===== src/rtl/alu_ctrl_pipe.sv =====
// alu_ctrl_pipe
//   Registered ALU-control decoder at the ID/EX boundary. Turns
//   {alu_op, funct7, funct3} into an EX-stage ALU control word.
//   It provides the following features:
//     - a valid/ready handshake with the decode stage
//     - stall and flush handling
//     - a multi-cycle MUL sequencer that back-pressures the decode stage
//
// Parameters
//   CTRL_W     : width of alu_control (>=4, codes zero-extended)
//   MUL_CYCLES : EX cycles a MUL occupies (>=1)
//   ENABLE_MUL : 1 = decode MUL, 0 = MUL funct is illegal
//
// Ports
//   clk, reset  : rising-edge clock, synchronous active-high reset
//   in_valid    : decode stage presents an instruction
//   in_ready    : instruction accepted this cycle (combinational)
//   alu_op      : main-control op class
//   funct       : {funct7, funct3}
//   stall       : downstream hold, freezes all state
//   flush       : squash the registered op and abort any MUL
//   out_valid   : alu_control holds a live op
//   alu_control : ALU operation code
//   illegal     : registered op had an undecodable funct
//   mul_busy    : MUL still in progress, EX must not retire it
module alu_ctrl_pipe #(
  parameter int CTRL_W     = 4,
  parameter int MUL_CYCLES = 4,
  parameter int ENABLE_MUL = 1
) (
  input  logic              clk,
  input  logic              reset,
  input  logic              in_valid,
  output logic              in_ready,
  input  logic [1:0]        alu_op,
  input  logic [9:0]        funct,
  input  logic              stall,
  input  logic              flush,
  output logic              out_valid,
  output logic [CTRL_W-1:0] alu_control,
  output logic              illegal,
  output logic              mul_busy
);

  localparam int CNT_W = $clog2(MUL_CYCLES) + 1;

  typedef enum logic [3:0] {
    OP_AND  = 4'b0000,
    OP_OR   = 4'b0001,
    OP_ADD  = 4'b0010,
    OP_XOR  = 4'b0011,
    OP_NOT  = 4'b0100,
    OP_SUB  = 4'b0110,
    OP_MUL  = 4'b0111,
    OP_SLL  = 4'b1000,
    OP_SRL  = 4'b1001,
    OP_JUMP = 4'b1100
  } alu_code_e;

  // Registered state
  logic             out_valid_q, out_valid_d;
  alu_code_e        ctrl_q, ctrl_d;
  logic             illegal_q, illegal_d;
  logic [CNT_W-1:0] cnt_q, cnt_d;

  // Combinational decode of the presented instruction
  alu_code_e dec_code;
  logic      dec_illegal;
  logic      dec_mul;

  always_comb begin
    dec_code    = OP_AND;
    dec_illegal = 1'b0;
    dec_mul     = 1'b0;
    unique case (alu_op)
      2'b00: dec_code = OP_ADD;
      2'b01: dec_code = OP_SUB;
      2'b11: dec_code = OP_JUMP;
      default: begin
        case (funct)
          10'b0000000_000: dec_code = OP_ADD;
          10'b0100000_000: dec_code = OP_SUB;
          10'b0000000_111: dec_code = OP_AND;
          10'b0000000_110: dec_code = OP_OR;
          10'b0000000_100: dec_code = OP_XOR;
          10'b0000000_011: dec_code = OP_NOT;
          10'b0000000_001: dec_code = OP_SLL;
          10'b0000000_101: dec_code = OP_SRL;
          10'b0000001_000: begin
            if (ENABLE_MUL != 0) begin
              dec_code = OP_MUL;
              dec_mul  = 1'b1;
            end else begin
              dec_illegal = 1'b1;
            end
          end
          default: dec_illegal = 1'b1;
        endcase
      end
    endcase
  end

  // Handshake: only accept when idle or on the retire cycle of a MUL
  assign in_ready = !reset && !stall && !flush && (cnt_q == '0);

  // Next-state: flush > stall > MUL countdown > accept / bubble
  always_comb begin
    out_valid_d = out_valid_q;
    ctrl_d      = ctrl_q;
    illegal_d   = illegal_q;
    cnt_d       = cnt_q;
    if (flush) begin
      out_valid_d = 1'b0;
      ctrl_d      = OP_ADD;
      illegal_d   = 1'b0;
      cnt_d       = '0;
    end else if (stall) begin
      // hold everything
    end else if (cnt_q != '0) begin
      cnt_d = cnt_q - CNT_W'(1);
    end else if (in_valid) begin
      out_valid_d = 1'b1;
      ctrl_d      = dec_code;
      illegal_d   = dec_illegal;
      // The accept edge is the first MUL cycle, so MUL_CYCLES-1 remain.
      cnt_d       = dec_mul ? CNT_W'(MUL_CYCLES - 1) : '0;
    end else begin
      out_valid_d = 1'b0;
      ctrl_d      = OP_ADD;
      illegal_d   = 1'b0;
      cnt_d       = '0;
    end
  end

  always_ff @(posedge clk) begin
    if (reset) begin
      out_valid_q <= 1'b0;
      ctrl_q      <= OP_ADD;
      illegal_q   <= 1'b0;
      cnt_q       <= '0;
    end else begin
      out_valid_q <= out_valid_d;
      ctrl_q      <= ctrl_d;
      illegal_q   <= illegal_d;
      cnt_q       <= cnt_d;
    end
  end

  assign out_valid   = out_valid_q;
  assign alu_control = CTRL_W'(ctrl_q);
  assign illegal     = illegal_q;
  assign mul_busy    = (cnt_q != '0) && out_valid_q;

endmodule


===== config.mk =====
export PLATFORM = sky130hd
export DESIGN_NAME = alu_ctrl_pipe
export DESIGN_NICKNAME = d
export VERILOG_FILES = /design/src/rtl/alu_ctrl_pipe.sv
export SDC_FILE = /design/constraint.sdc
export NUM_CORES = 1
export LEC_CHECK = 0
export CORE_MARGIN = 4
export CORE_UTILIZATION = 43
export CTS_CLUSTER_SIZE = 12
export DETAILED_ROUTE_END_ITERATION = 10
export GPL_TIMING_DRIVEN = 0
export PLACE_DENSITY = 0.93
export SETUP_SLACK_MARGIN = 0.05
export SYNTH_ARGS = -nofsm -noshare
export SYNTH_HDL_FRONTEND = slang
export SYNTH_SLANG_ARGS = --single-unit

===== constraint.sdc =====
create_clock -name clk -period 4.03 [get_ports clk]
set_clock_uncertainty 0.1 [all_clocks]
set_input_delay 0.806 -clock clk [delete_from_list [all_inputs] [get_ports clk]]
set_output_delay 0.806 -clock clk [all_outputs]
set_load 0.03 [all_outputs]

### Word-level counts from Yosys, hierarchy flattened

Index checks and enable logic that the tools add are counted.

* bits in registers: 9
* input port bits: 17
* output and inout port bits: 8
* logic and storage cells: 44

* add/sub/neg operators: 1
* equality and inequality tests: 10
* muxes and demuxes: 12
* bitwise logic cells: 2
* reductions and logical operators: 15

Operators with widths (count)
* == test 10 x 3 -> 1 bit (second input constant): 4
* case mux 4 bit (8 select lines): 1
* case mux 4 bit (3 select lines): 1
* == test 10 x 1 -> 1 bit (second input constant): 1
* == test 10 x 2 -> 1 bit (second input constant): 1
* == test 10 x 4 -> 1 bit (second input constant): 1
* == test 10 x 9 -> 1 bit (second input constant): 1
* zero test 10 bit: 1
* OR reduction 9 bit: 1
* two-way mux 1 bit: 6
* logical AND 1 bit: 4
* two-way mux 2 bit: 2
* two-way mux 4 bit: 1
* zero test 1 bit: 3
* zero test 3 bit: 1
* two-way mux 3 bit: 1
* nonzero test 3 bit: 1
* OR reduction 3 bit: 1
* subtractor 3 x 1 -> 3 bit (second input constant): 1
* == test 2 x 1 -> 1 bit (second input constant): 1
* == test 2 bit (second input constant): 1
* zero test 2 bit: 1
* inverter 1 bit: 2
* AND reduction 2 bit: 1
* OR reduction 2 bit: 1

### Longest topological paths before layout

* depth in word-level cells: 6
* mapped depth: 6

### Worst setup path before layout

OpenSTA, ideal clock, no wires.

* kind: input port to output port
* start point: input reset
* end point: output in_ready
* arrival time: 1.851 ns
* slack: 1.273 ns
* cell stages on the path: 3
* buffers on the path: 1
* cell sequence: or2_0 > buf_6 > nor3_1

* word-level cells in the longest chain between the ends: 4

RTL lines
* start, declared: RTL line 32 `input logic reset,`
* zero test 1 bit: RTL line 104 `assign in_ready = !reset && !stall && !flush && (cnt_q == '0);`
* logical AND 1 bit (3 in series): RTL line 104
* end, declared: RTL line 34 `output logic in_ready,`

Every way passes these cells.

### Worst setup path in the final report

Same ends and word-level chain as after synthesis.

==> metrics.yaml <==
logic_synthesis:
  synth_top_area_share: 0.316
  yosys.area_share.simple: 0.330
  seq_area_frac_synth: 0.316
  ys_warn_count: 0
  synth_mux_area_frac: 0
  syn_inst: 70
  synth_xor_area_frac: 0.0154
  synth_top_family_by_area: "simple AND/OR/NAND/NOR gates"
  yosysTopAreaCell: "dfxtp_1"
  yosys-top-cells-area: "dfxtp_1 32%, nor4b_1 6.2%, nand2_1 5.3%"
  synth-compound-area-share: 0.226
  avgSynthCellArea_um2: 8.13
  synth_fp_nets: 89
  synthAdderAreaFrac: 0.0440
  netlist_area_um2: 569
  ys_ff_latch: 9
  ys_types: 27
drt:
  drt-total-wl_um: 1490
  firstDrtPassIters: 4
  vias: 611
  wl_per_cell_um: 13.5
  ant_nets: 0
  via_per_inst: 5.55
  drt_iter0_drc: 11
  drc: 0
clock_network:
  cts_buffers: 3
  cts_resized: 0
  cts_hold_buf: 0
  root_buffer: "clkbuf_4"
  cts_tree: "done"
  post_cts_buffers: 0
  cts_htree_levels: 1
  clkTransAtPathRegs_ns: 0.06
  clockBufferDepth: 2
  clk_latency_ns: 0.26
  cts_num_sinks: 9
die:
  rows: 12
  dieHeight_um: 44.4
  io_pins: 25
  die_w_um: 44.4
  core-area_um2: 1170
  initial_core_util: 0.486
  dieArea_um2: 1970
flow_run:
  maxCapViolCount: 0
final_layout:
  diodes: 0
  final_nets: 116
  layout_commonest_cell: "clkdlybuf4s50_1"
  seqCellArea_um2: 180
  most-common-layout-cells: "22 x clkdlybuf4s50_1, 9 x dfxtp_1, 8 x nand2_1"
  drive_above_1_share: 0.0833
  synthToLayoutAreaGrowth_pct: 46.4
  fillers: 100
  multi_input_area_um2: 350
timing:
  timing.final.crit_share: 0.824
  slew_headroom: 0.567
  setup_viol: 0
  slew_violations: 0
  max_clock_freq_mhz: 301
  fin_setup_tns_ns: 0
  layout_min_cycle_time_ns: 3.32
  worst-slew-pin-transition_ns: 0.648
  rsz0062_at_grt: "false"
  hold_violations: 0
worst_setup_path:
  worstSetupStartpointType: "primary input"
  rr_worst_depth: 6
  cp_max_fo: 9
  critical_path_class: "in -> out"
  arrival_ns: 2.41
  reg2reg_slack_ns: 2.11
  crit_required_ns: 3.12
  endpoint_kind: "output pin"
  crit-reg2reg-launch: "cnt_q[0]"
  rr_endpoint: "alu_control[2]"
worst_hold_path:
  holdPathEnd: "alu_control[3]"
  worstHoldPathCells: 2
  hold_path_startpoint: "alu_control[3]"
  hp-class: "reg -> reg"
grt:
  grt_max_degree: 10
  met2_usage: 0.279
  met3_usage: 0.0447
  overflow: 0
  grt_pass1_vias: 601
  track_usage: 0.170
  grt_busiest_layer: "met2"
  grt_pass1_wl_um: 2500
  met1_usage: 0.212
  antenna_found_initial: 0
place:
  numPortBuffers: 22
  place_hpwl_um: 1140
  gp_congestion: 0.762
power_and_ir_drop:
  power.internal_mw: 0.155
  peakVddDrop_v: 0.000221
  power_switching_mw: 0.0599
  p_sw_frac: 0.278
  power.share.combinational: 0.240
  p_clk_frac: 0.332
  finalPower_mw: 0.215
  power_leakage_nw: 0.290
  pwr-share-seq: 0.428
  power.density_nw_per_um2: 258
run_status:
  outcome: "complete, no violations"
[critical path, stage by stage]
cell	delay, ns
clkdlybuf4s50_1	0.39
or2_0	0.23
buf_6	0.14
nor3_1	0.16
clkdlybuf4s50_1	0.69
[routing by layer]
| layer | wire, um | up-vias |
|---|---|---|
| li1 | - | 312 |
| met1 | 644 | 267 |
| met2 | 687 | 28 |
| met3 | 136 | 4 |
| met4 | 21 | 0 |
| met5 | 0 | - |
[registers in the layout (all words and copies together), names as in the netlist]
register,cells
alu_control,4
cnt_q,3
illegal,1
out_valid,1
[cells in the mapped netlist (all sizes together)]
library cell / count
nor4b: 4
o21ai: 4
nor3b: 1
dfxtp: 9
a21o: 1
or2: 1
inv: 3
a221oi: 2
nand2b: 2
or4: 1
nor4: 3
o31ai: 1
o32a: 1
nand3: 1
nor2b: 2
buf: 3
nor2: 6
ha: 2
a41oi: 1
xnor2: 1
nand2: 8
a31oi: 3
and2: 1
nor3: 4
a21oi: 3
a2111o: 2
[stage by stage]
stage          hold WS [ns]  cell area (um2)  cells  worst slack (ns)  utilization
6_report              0.353              833    110             0.711        0.712
5_1_grt               0.394              833    110             0.623        0.712
4_1_cts               0.359              833    110             0.697        0.712
3_5_place_dp          0.344              807    106             0.697        0.689
3_3_place_gp          0.335              807    106             0.714        0.689
2_1_floorplan         0.377              569     70              1.27            -
[worst max-delay path by stage]
stage / endpoint / slack, ns / from / depth (start not counted)
after floorplan: in_ready / 1.27 / reset / 3
after global placement: in_ready / 0.71 / reset / 5
after detailed placement: in_ready / 0.70 / reset / 5
after CTS: in_ready / 0.70 / reset / 5
after global routing: in_ready / 0.62 / reset / 5
final: in_ready / 0.71 / reset / 5
[area by class of cell]
type	count	area share
well taps	14	0.0210
inverters	3	0.0135
multi-input cells	55	0.420
flip-flops and latches	9	0.216
plain buffers	3	0.0330
clock buffers	4	0.0315
repair buffers	22	0.264
[power by group through the flow]
| stage | logic, mW | registers, mW | clock network (mW) |
|---|---|---|---|
| floorplan | 0.0237 | 0.0961 | 0 |
| global placement | 0.0495 | 0.0941 | 0 |
| detailed placement | 0.0508 | 0.0942 | 0 |
| CTS | 0.0514 | 0.0922 | 0.0713 |
| global route | 0.0565 | 0.0925 | 0.0767 |
| finish | 0.0516 | 0.0922 | 0.0715 |
[cell families (layout without fill, tap and decap cells)]
logic type                 count (synthesis)  in the layout
buffers and inverters                      6             32
DFF                                        9              9
and+or+nand+nor                           34             34
adders and majority gates                  2              2
xor gates and xnor gates                   1              1
AOI/OAI and AO/OA                         18             18
No activity file was read; power rests on OpenSTA's default activity.
